File: src/rtl/pivota_order_engine_if.sv
// pivota_order_engine_if
//   Groups the tick input stream and the order output stream of the
//   Pivota order engine.
//   master : tick source / order consumer (drives tick_*, operands, ord_ready)
//   slave  : the engine (drives tick_ready, ord_valid, ord_side, ord_qty, ord_seq)
interface pivota_order_engine_if #(
    parameter int DATA_W = 32,
    parameter int QTY_W  = 4,
    parameter int REP_W  = 4,
    parameter int SEQ_W  = 8
);
    logic              tick_valid;
    logic              tick_ready;
    logic [DATA_W-1:0] total;
    logic [DATA_W-1:0] threshold;
    logic [DATA_W-1:0] correction;
    logic [DATA_W-1:0] price;
    logic [QTY_W-1:0]  buy_qty;
    logic [QTY_W-1:0]  sell_qty;
    logic [REP_W-1:0]  repeat_cnt;

    logic              ord_valid;
    logic              ord_ready;
    logic [1:0]        ord_side;
    logic [QTY_W-1:0]  ord_qty;
    logic [SEQ_W-1:0]  ord_seq;

    modport master (
        output tick_valid, total, threshold, correction, price,
               buy_qty, sell_qty, repeat_cnt, ord_ready,
        input  tick_ready, ord_valid, ord_side, ord_qty, ord_seq
    );

    modport slave (
        input  tick_valid, total, threshold, correction, price,
               buy_qty, sell_qty, repeat_cnt, ord_ready,
        output tick_ready, ord_valid, ord_side, ord_qty, ord_seq
    );
endinterface

File: src/rtl/pivota_order_engine.sv
// pivota_order_engine
//   Evaluates each accepted market tick against three rules (threshold buy,
//   correction sell, repeated unit buy) and streams the resulting orders out
//   of an internal FIFO over a valid/ready handshake.
//   clk        : rising-edge clock
//   rst_n      : asynchronous active-low reset
//   bus        : tick stream in, order stream out (slave modport)
//   fifo_level : current FIFO occupancy, 0..DEPTH
//   busy       : high whenever the FSM is not idle
module pivota_order_engine #(
    parameter int DATA_W = 32,
    parameter int QTY_W  = 4,
    parameter int DEPTH  = 16,
    parameter int REP_W  = 4,
    parameter int SEQ_W  = 8
) (
    input  logic                   clk,
    input  logic                   rst_n,
    pivota_order_engine_if.slave   bus,
    output logic [$clog2(DEPTH):0] fifo_level,
    output logic                   busy
);
    localparam int PTR_W = $clog2(DEPTH);

    localparam logic [1:0] ST_IDLE      = 2'd0;
    localparam logic [1:0] ST_EVAL_BUY  = 2'd1;
    localparam logic [1:0] ST_EVAL_SELL = 2'd2;
    localparam logic [1:0] ST_REPEAT    = 2'd3;

    localparam logic [1:0] SIDE_BUY  = 2'd1;
    localparam logic [1:0] SIDE_SELL = 2'd2;

    localparam logic [PTR_W:0] FULL_LVL = (PTR_W + 1)'(DEPTH);

    logic [1:0]        state_q, state_d;
    logic [DATA_W-1:0] total_q, total_d;
    logic [DATA_W-1:0] threshold_q, threshold_d;
    logic [DATA_W-1:0] correction_q, correction_d;
    logic [DATA_W-1:0] price_q, price_d;
    logic [QTY_W-1:0]  buy_qty_q, buy_qty_d;
    logic [QTY_W-1:0]  sell_qty_q, sell_qty_d;
    logic [REP_W-1:0]  repeat_cnt_q, repeat_cnt_d;
    logic [REP_W-1:0]  rep_q, rep_d;
    logic [SEQ_W-1:0]  seq_q, seq_d;
    logic [PTR_W-1:0]  wr_ptr_q, wr_ptr_d;
    logic [PTR_W-1:0]  rd_ptr_q, rd_ptr_d;
    logic [PTR_W:0]    level_q, level_d;

    logic [1:0]        side_mem [DEPTH];
    logic [QTY_W-1:0]  qty_mem  [DEPTH];
    logic [SEQ_W-1:0]  seq_mem  [DEPTH];

    logic              full;
    logic              push_req;
    logic              push;
    logic              pop;
    logic [1:0]        push_side;
    logic [QTY_W-1:0]  push_qty;

    // Full is taken from the registered level, so a pop in the same cycle
    // never frees a slot for a push until the following cycle.
    assign full = (level_q == FULL_LVL);
    assign push = push_req && !full;
    assign pop  = bus.ord_valid && bus.ord_ready;

    always_comb begin
        state_d      = state_q;
        total_d      = total_q;
        threshold_d  = threshold_q;
        correction_d = correction_q;
        price_d      = price_q;
        buy_qty_d    = buy_qty_q;
        sell_qty_d   = sell_qty_q;
        repeat_cnt_d = repeat_cnt_q;
        rep_d        = rep_q;
        push_req     = 1'b0;
        push_side    = SIDE_BUY;
        push_qty     = '0;

        case (state_q)
            ST_IDLE: begin
                if (bus.tick_valid) begin
                    total_d      = bus.total;
                    threshold_d  = bus.threshold;
                    correction_d = bus.correction;
                    price_d      = bus.price;
                    buy_qty_d    = bus.buy_qty;
                    sell_qty_d   = bus.sell_qty;
                    repeat_cnt_d = bus.repeat_cnt;
                    state_d      = ST_EVAL_BUY;
                end
            end
            ST_EVAL_BUY: begin
                if ((total_q > threshold_q) && (buy_qty_q != '0)) begin
                    push_req  = 1'b1;
                    push_side = SIDE_BUY;
                    push_qty  = buy_qty_q;
                end
                if (!push_req || !full) begin
                    state_d = ST_EVAL_SELL;
                end
            end
            ST_EVAL_SELL: begin
                if ((correction_q < price_q) && (sell_qty_q != '0)) begin
                    push_req  = 1'b1;
                    push_side = SIDE_SELL;
                    push_qty  = sell_qty_q;
                end
                if (!push_req || !full) begin
                    rep_d   = repeat_cnt_q;
                    state_d = ST_REPEAT;
                end
            end
            default: begin
                if (rep_q != '0) begin
                    push_req  = 1'b1;
                    push_side = SIDE_BUY;
                    push_qty  = QTY_W'(1);
                    if (!full) begin
                        rep_d = rep_q - 1'b1;
                    end
                end else begin
                    state_d = ST_IDLE;
                end
            end
        endcase
    end

    always_comb begin
        wr_ptr_d = wr_ptr_q;
        rd_ptr_d = rd_ptr_q;
        level_d  = level_q;
        seq_d    = seq_q;
        if (push) begin
            wr_ptr_d = wr_ptr_q + 1'b1;
            seq_d    = seq_q + 1'b1;
        end
        if (pop) begin
            rd_ptr_d = rd_ptr_q + 1'b1;
        end
        case ({push, pop})
            2'b10:   level_d = level_q + 1'b1;
            2'b01:   level_d = level_q - 1'b1;
            default: level_d = level_q;
        endcase
    end

    always_ff @(posedge clk or negedge rst_n) begin
        if (!rst_n) begin
            state_q      <= ST_IDLE;
            total_q      <= '0;
            threshold_q  <= '0;
            correction_q <= '0;
            price_q      <= '0;
            buy_qty_q    <= '0;
            sell_qty_q   <= '0;
            repeat_cnt_q <= '0;
            rep_q        <= '0;
            seq_q        <= '0;
            wr_ptr_q     <= '0;
            rd_ptr_q     <= '0;
            level_q      <= '0;
        end else begin
            state_q      <= state_d;
            total_q      <= total_d;
            threshold_q  <= threshold_d;
            correction_q <= correction_d;
            price_q      <= price_d;
            buy_qty_q    <= buy_qty_d;
            sell_qty_q   <= sell_qty_d;
            repeat_cnt_q <= repeat_cnt_d;
            rep_q        <= rep_d;
            seq_q        <= seq_d;
            wr_ptr_q     <= wr_ptr_d;
            rd_ptr_q     <= rd_ptr_d;
            level_q      <= level_d;
        end
    end

    // Storage needs no reset: entries are only visible while level_q says so.
    always_ff @(posedge clk) begin
        if (push) begin
            side_mem[wr_ptr_q] <= push_side;
            qty_mem[wr_ptr_q]  <= push_qty;
            seq_mem[wr_ptr_q]  <= seq_q;
        end
    end

    assign bus.tick_ready = (state_q == ST_IDLE) && rst_n;
    assign bus.ord_valid  = (level_q != '0);
    assign bus.ord_side   = bus.ord_valid ? side_mem[rd_ptr_q] : 2'd0;
    assign bus.ord_qty    = bus.ord_valid ? qty_mem[rd_ptr_q]  : '0;
    assign bus.ord_seq    = bus.ord_valid ? seq_mem[rd_ptr_q]  : '0;
    assign fifo_level     = level_q;
    assign busy           = (state_q != ST_IDLE);

endmodule

File: src/flat_wrapper.sv
// flat-port wrapper written by rule: the top's interface ports become plain ports
module pivota_order_engine_flat 
#(
    parameter int DATA_W = 32,
    parameter int QTY_W  = 4,
    parameter int DEPTH  = 16,
    parameter int REP_W  = 4,
    parameter int SEQ_W  = 8
)
  (clk, rst_n, fifo_level, busy, bus_tick_valid, bus_total, bus_threshold, bus_correction, bus_price, bus_buy_qty, bus_sell_qty, bus_repeat_cnt, bus_ord_ready, bus_tick_ready, bus_ord_valid, bus_ord_side, bus_ord_qty, bus_ord_seq);
  pivota_order_engine_if #(.DATA_W(DATA_W), .QTY_W(QTY_W), .REP_W(REP_W), .SEQ_W(SEQ_W)) bus_i ();
  input  logic clk;
  input  logic rst_n;
  output logic [$clog2(DEPTH):0] fifo_level;
  output logic busy;
  input wire logic [$bits(bus_i.tick_valid)-1:0] bus_tick_valid;
  input wire logic [$bits(bus_i.total)-1:0] bus_total;
  input wire logic [$bits(bus_i.threshold)-1:0] bus_threshold;
  input wire logic [$bits(bus_i.correction)-1:0] bus_correction;
  input wire logic [$bits(bus_i.price)-1:0] bus_price;
  input wire logic [$bits(bus_i.buy_qty)-1:0] bus_buy_qty;
  input wire logic [$bits(bus_i.sell_qty)-1:0] bus_sell_qty;
  input wire logic [$bits(bus_i.repeat_cnt)-1:0] bus_repeat_cnt;
  input wire logic [$bits(bus_i.ord_ready)-1:0] bus_ord_ready;
  output wire logic [$bits(bus_i.tick_ready)-1:0] bus_tick_ready;
  output wire logic [$bits(bus_i.ord_valid)-1:0] bus_ord_valid;
  output wire logic [$bits(bus_i.ord_side)-1:0] bus_ord_side;
  output wire logic [$bits(bus_i.ord_qty)-1:0] bus_ord_qty;
  output wire logic [$bits(bus_i.ord_seq)-1:0] bus_ord_seq;
  assign bus_i.tick_valid = bus_tick_valid;
  assign bus_i.total = bus_total;
  assign bus_i.threshold = bus_threshold;
  assign bus_i.correction = bus_correction;
  assign bus_i.price = bus_price;
  assign bus_i.buy_qty = bus_buy_qty;
  assign bus_i.sell_qty = bus_sell_qty;
  assign bus_i.repeat_cnt = bus_repeat_cnt;
  assign bus_i.ord_ready = bus_ord_ready;
  assign bus_tick_ready = bus_i.tick_ready;
  assign bus_ord_valid = bus_i.ord_valid;
  assign bus_ord_side = bus_i.ord_side;
  assign bus_ord_qty = bus_i.ord_qty;
  assign bus_ord_seq = bus_i.ord_seq;
  pivota_order_engine #(.DATA_W(DATA_W), .QTY_W(QTY_W), .DEPTH(DEPTH), .REP_W(REP_W), .SEQ_W(SEQ_W)) u_core (.clk(clk), .rst_n(rst_n), .bus(bus_i), .fifo_level(fifo_level), .busy(busy));
endmodule
File: config.mk
export PLATFORM = sky130hd
export DESIGN_NAME = pivota_order_engine_flat
export DESIGN_NICKNAME = d
export VERILOG_FILES = /design/src/rtl/pivota_order_engine_if.sv /design/src/rtl/pivota_order_engine.sv /design/src/flat_wrapper.sv
export SDC_FILE = /design/constraint.sdc
export NUM_CORES = 1
export LEC_CHECK = 0
export CORE_MARGIN = 1.5
export CORE_UTILIZATION = 40
export CTS_CLUSTER_DIAMETER = 80
export CTS_CLUSTER_SIZE = 8
export DETAILED_ROUTE_END_ITERATION = 6
export GPL_ROUTABILITY_DRIVEN = 0
export PLACE_DENSITY = 0.63
export SLEW_MARGIN = 10
export SYNTH_ARGS = -nofsm -noshare
export SYNTH_HDL_FRONTEND = slang
export SYNTH_SLANG_ARGS = --single-unit
File: constraint.sdc
create_clock -name clk -period 6.7 [get_ports clk]
set_clock_uncertainty 0.05 [all_clocks]
set_input_delay 1.34 -clock clk [delete_from_list [all_inputs] [get_ports clk]]
set_output_delay 1.34 -clock clk [all_outputs]
set_load 0.005 [all_outputs]
==> metrics <==
outcome complete, no violations; CTS sink count about 400; Cells after Synth 1,030; port bufs 165; Worst slew margin 0.161; ys flop type edfxtp_1; final-report hold violation count 0; register area share after synthesis 0.640; PwrDens 482 nW/um^2; async set-reset flop share out of synthesis 0.427; CP max-delay cell dfrtp_4; first-pass GRT wire length roughly 56,000 um; YS warnings 0; Post-Route WL about 36,000 um; drt pass-1 iters 4; 1st-iter DRT viols 508; fin area 20,800 um^2; mux share of post-synthesis cell area 0.188; DR vias 9,150; DRC 0; # rows between 70 and 80; Avg Inst Size Synth 16.5 um^2; CTS Buf Count 55; Final period util 0.761; CP peak stage delay 1.04 ns; Total GRT Usage 0.168; setup repair bufs after CTS 0; area post-placement 19,300 um^2; Net Count, Synth around 1,300; CP cell instances buf_4, mux4_2, mux4_2, nor2b_1, clkdlybuf4s50_1; WP data arrival 3.71 ns; total power draw 10,000 uW; crit path launch type flop; die width 209 um; vias in the first global route 9,803; delay-heaviest family, CP flip-flops; Worst Path Class, Setup reg -> out; vias per cell around 5.1; largest net degree at the start of global routing 82; crit path time final 5.10 ns; max capacitance violation total 0; Yosys cell types 58; CTS max path bufs 3; Peak VDD IR approximately 0.32 mV; H-tree lvl count 2; cts repair resizes 0; dpl ws roughly 2.1 ns; worst setup margin 1.60 ns; worst path bufs/invs 2; Post-synth EDFFs roughly 220; Die Area 43,900 um^2; Post-Synth Simple-Gate Area 0.0429; wire length per cell approximately 20 um; Antenna Violating Nets Remaining 0; Placeable Area 42,000 um^2; maximum clock frequency 196 MHz; CTS tree yes; worst-margin pin slew around 1.3 ns; clk root buf clkbuf_16; Worst Path Required 5.31 ns; flop2flop setup slack between 2 and 2.5 ns; nets 1,444; fin util 0.496; HP Class reg -> reg; Detailed Place HPWL 22,800 um; Seq cells post-synth 391; xor/xnor share of the synthesized area 0.0103; clk slew on worst S/H paths about 0.050 ns; mapped cell area about 17,000 um^2; adder-cell share of the synthesized area 0.0573; Remaining Overflow, GRT 0; initial antenna violation count 5; initial core utilization 0.405; Setup TNS 0 ns; layout cells sized above 1 0.240; area delta synth->final 22.3%; Post-CTS Hold Fix Bufs 0; clock latency on the worst-skew pair 0.59 ns; worst-path maximum fanout 45; RSZ-0062 raised after global routing false; leakage power total 0.00809 uW; Die Y roughly 210 um; I/O pin total 166; Final setup viols 0; Synth Area in Compound Gates 0.0353; CP dominant cell by count mux4_2; combinational family with the most area after synthesis multiplexers; fin. max-slew vios 0; Setup crit end kind output pin
## layout make-up
cell class                      count  area, um^2
Sequential cell                   391       10900
Tap cell                          539         674
Inverter                           77         292
Fill cell                        3602       21200
Clock inverter                      4        62.6
Clock buffer                       84        1490
Antenna cell                        1        2.50
Timing Repair Buffer              173        1710
Multi-Input combinational cell    524        5700
## sequential cells by signal (all words and copies together) (netlist names)
signal / flops
u_core.wr_ptr_q: 4
u_core.seq_q: 8
u_core.buy_qty_q: 4
u_core.total_q: 32
u_core.sell_qty_q: 4
u_core.fifo_level: 5
u_core.state_q: 2
u_core.repeat_cnt_q: 4
u_core.price_q: 32
u_core.threshold_q: 32
u_core.rep_q: 4
u_core.rd_ptr_q: 4
u_core.qty_mem: 64
u_core.seq_mem: 128
u_core.side_mem: 32
u_core.correction_q: 32
## synth_stat cells, types with 2 or more instances
cell type	n	area share
edfxtp_1	224	0.39
dfrtp_1	167	0.25
mux2_2	144	0.095
ha_1	78	0.057
inv_1	76	0.017
mux4_2	70	0.092
a21oi_1	34	0.010
nand2_1	30	0.0066
clkbuf_1	22	0.0048
nor2b_1	20	0.0073
and3_1	16	0.0059
nor2_1	16	0.0035
o21ai_0	16	0.0047
nand4_1	14	0.0051
xor2_1	11	0.0057
buf_2	9	0.0026
xnor2_1	9	0.0046
nand3_1	7	0.0021
buf_1	6	0.0013
nor4_1	5	0.0018
o21a_1	5	0.0022
a22oi_1	4	0.0018
nor3_1	4	0.0012
a21o_1	3	0.0013
o211ai_1	3	0.0013
a221oi_1	2	0.0010
a2bb2oi_1	2	0.0010
and2_1	2	0.00073
o22a_1	2	0.0010
## worst reg2reg max path, cell delays in order, from the launching register on
cell,delay (ns)
dfrtp_1,0.39
ha_1,0.32
nand4_1,0.14
nor4_1,0.36
nor3b_2,0.32
o31a_1,0.22
o21ai_2,0.10
a31oi_4,0.56
inv_1,0.14
ha_1,0.33
xor2_1,0.19
ha_1,0.23
o21ai_0,0.15
a21oi_1,0.08
a21oi_1,0.18
xor2_1,0.17
nor2_1,0.07
xor2_1,0.14
## layer usage
layer,global-route usage,share of wire
met4,0.0495,0.018
met1,0.208,0.41
met2,0.281,0.49
met3,0.0560,0.078
met5,0,0.0013
## placed cells by master (no fill, tap or decap), types with 2 or more instances in the layout
| master | synthesis | layout |
|---|---|---|
| a22oi_1 | 4 | 4 |
| mux2_2 | 144 | 144 |
| a2bb2oi_1 | 2 | 2 |
| nand2_1 | 30 | 29 |
| clkbuf_16 | 0 | 55 |
| buf_4 | 1 | 8 |
| edfxtp_1 | 224 | 224 |
| and2_1 | 2 | 2 |
| ha_1 | 78 | 78 |
| nor2b_1 | 20 | 19 |
| nand4_1 | 14 | 14 |
| clkdlybuf4s50_1 | 0 | 164 |
| o21ai_0 | 16 | 16 |
| clkbuf_1 | 22 | 29 |
| o21a_1 | 5 | 5 |
| o22a_1 | 2 | 2 |
| nor4_1 | 5 | 5 |
| o211ai_1 | 3 | 3 |
| nor3_1 | 4 | 4 |
| nand3_1 | 7 | 7 |
| mux4_2 | 70 | 70 |
| and3_1 | 16 | 16 |
| xnor2_1 | 9 | 9 |
| dfrtp_1 | 167 | 165 |
| nor2_1 | 16 | 16 |
| a21oi_1 | 34 | 34 |
| inv_1 | 76 | 76 |
| a21o_1 | 3 | 3 |
| xor2_1 | 11 | 11 |
| a221oi_1 | 2 | 2 |
## per-stage QoR
step	hold WS [ns]	std cells
after floorplan	0.429	1030
after global placement	0.438	1704
after detailed placement	0.444	1704
after CTS	0.456	1792
after global routing	0.460	1792
final	0.451	1793
## cells by family (layout without fill, tap and decap cells)
logic type               after synthesis  after routing
AO/OA/AOI/OAI                         86             86
XOR/XNOR                              20             20
adder cells (fa/ha/maj)               78             78
buffers and inverters                115            338
flip-flops                           391            391
multiplexers                         215            215
other                                  0              1
AND/OR/NAND/NOR                      125            125
## path summary, 6_finish.rpt
kind	endpoint	startpoint	cells past startpoint
max in group asynchronous	u_core.correction_q[15]$_DFFE_PN0P_	rst_n	2
max	bus_ord_qty[2]	u_core.rd_ptr_q[0]$_DFFE_PN0P_	5
max reg2reg	u_core.fifo_level[4]$_DFFE_PN0P_	u_core.total_q[27]$_DFFE_PN0P_	17
min	u_core.price_q[17]$_DFFE_PN0P_	u_core.price_q[17]$_DFFE_PN0P_	1
min reg2reg	u_core.price_q[17]$_DFFE_PN0P_	u_core.price_q[17]$_DFFE_PN0P_	1
min in group asynchronous	u_core.total_q[21]$_DFFE_PN0P_	rst_n	1
## power by group
group | switching [uW] | internal, uW | total (uW)
combinational | 1590 | 1890 | 3480
clock | 996 | 1510 | 2500
sequential | 590 | 3460 | 4050
total | 3180 | 6860 | 10000
(Power assumes the default switching activity.)
==> RTL edit: new RTL, same settings <==
`QTY_W` is set to 4 in 3 places; all go to 6.
--- a/src/rtl/pivota_order_engine_if.sv
+++ b/src/rtl/pivota_order_engine_if.sv
@@ -5,7 +5,7 @@
 //   slave  : the engine (drives tick_ready, ord_valid, ord_side, ord_qty, ord_seq)
 interface pivota_order_engine_if #(
     parameter int DATA_W = 32,
-    parameter int QTY_W  = 4,
+    parameter int QTY_W  = 6,
     parameter int REP_W  = 4,
     parameter int SEQ_W  = 8
 );
--- a/src/rtl/pivota_order_engine.sv
+++ b/src/rtl/pivota_order_engine.sv
@@ -9,7 +9,7 @@
 //   busy       : high whenever the FSM is not idle
 module pivota_order_engine #(
     parameter int DATA_W = 32,
-    parameter int QTY_W  = 4,
+    parameter int QTY_W  = 6,
     parameter int DEPTH  = 16,
     parameter int REP_W  = 4,
     parameter int SEQ_W  = 8
--- a/src/flat_wrapper.sv
+++ b/src/flat_wrapper.sv
@@ -2,7 +2,7 @@
 module pivota_order_engine_flat 
 #(
     parameter int DATA_W = 32,
-    parameter int QTY_W  = 4,
+    parameter int QTY_W  = 6,
     parameter int DEPTH  = 16,
     parameter int REP_W  = 4,
     parameter int SEQ_W  = 8
Interface: changed (resized bus_buy_qty, bus_ord_qty and bus_sell_qty); port bits go from 166 to 172. No check against the original RTL was run, so the function may have changed too.
==> RTL edit against the original RTL <==
Die area grew 7.5%. Sequential power grew 8.1%. Critical path depth unchanged. Sequential cell count is 36 higher. Core utilization increased by 0.15 points. Total power is 8.1% higher. Count of clock-buffer cells in the layout up 11. Setup slack better by 0.079 ns. Area after synthesis grew 7.6%. Clock power is 8.8% higher. Wire length is 12% higher. Final cell count increased by 8.0%. Final area increased by 8.0%.
==> RTL edit: results (changes against the original RTL) <==
| Metric | Value |
|---|---|
| Synth Area in XOR/XNOR | `0.00955 (-0.000729)` |
| Fillers | `3867 (+7.4%)` |
| Hold slack final | `0.450 ns (-0.000755 ns)` |
| Post-synthesis sequential area ratio | `0.652 (+0.0124)` |
| First-pass GRT wire length | `61900 microns (+11%)` |
| Logic power comb | `3.75 mW (+7.8%)` |
| Largest registers | `u_core.seq_mem: 128 flops, u_core.qty_mem: 96 flops` |
| Leakage | `8.71 nW (+7.7%)` |
| Placed insts | `1838 (+7.9%)` |
| Maximum vdd drop | `264 uV (-16%)` |
| Worst path top cell family by delay | `multiplexers` |
| Ant. Diodes | `0 (-1)` |
| Run status | `complete, no violations` |
| Crit path largest cell delay | `0.82 ns (-0.22 ns)` |
| Initial antenna violation count | `9 (+4)` |
| Pin count of the biggest net entering global routing | `73 (-11%)` |
| Ratio of cells with drive above 1 in the final layout | `0.244 (+0.00379)` |
| Register-to-Register Path Depth | `19 (+2)` |
| EDFF count, synth | `256 (+14%)` |
| Total CTS buffers | `59 (+7.3%)` |
| DR vias | `10000 (+9.5%)` |
| Number of port buffers | `171 (+3.6%)` |
| Total GRT Usage | `0.175 (+0.00646)` |
| CP endpoint | `bus_ord_side[1]` |
| Iteration-0 DRC Markers | `636 (+25%)` |
| Post-Place Worst Slack | `2.02 ns (-0.111 ns)` |
| Hold path start | `u_core.threshold_q[19]` |
| RR Startpoint | `u_core.price_q[11]` |
| Async SR Flop Fraction | `0.400 (-0.0266)` |
| Sw Ratio | `0.313 (-0.00362)` |
| Final net count | `1525 (+5.6%)` |
| FMAX | `199 MHz (+1.6%)` |
| Clock net power | `2.72 mW (+8.8%)` |
| Post-synthesis mux area share | `0.190 (+0.00137)` |
| Hold EP | `u_core.threshold_q[19]` |
## RTL edit: logic make-up (layout without fill, tap and decap cells)
| kind of cell | count (synthesis) | count (layout) |
|---|---|---|
| DFF | 427 | 427 |
| muxes | 229 | 229 |
| and+or+nand+nor | 127 | 127 |
| buffers and inverters | 119 | 367 |
| AOI/OAI and AO/OA | 88 | 88 |
| adders and majority gates | 78 | 78 |
| xor gates and xnor gates | 20 | 20 |
## RTL edit: final cells by class
type / instances / area (sq um) / share of cell area
clock buffer: 95 / 1630 / 0.0725
clock inverter: 3 / 57.6 / 0.00256
inverter: 76 / 285 / 0.0127
multi-input combinational: 542 / 5940 / 0.264
sequential: 427 / 12000 / 0.532
tap: 600 / 751 / 0.0333
timing repair buffer: 193 / 1880 / 0.0834
## RTL edit: per-layer routing
layer  track usage  vias up  part of all wire
met2         0.279      272              0.47
li1              -     4577                 -
met4        0.0581       18             0.026
met3        0.0598       87             0.084
met1         0.223     5065              0.41
met5             0        -            0.0030
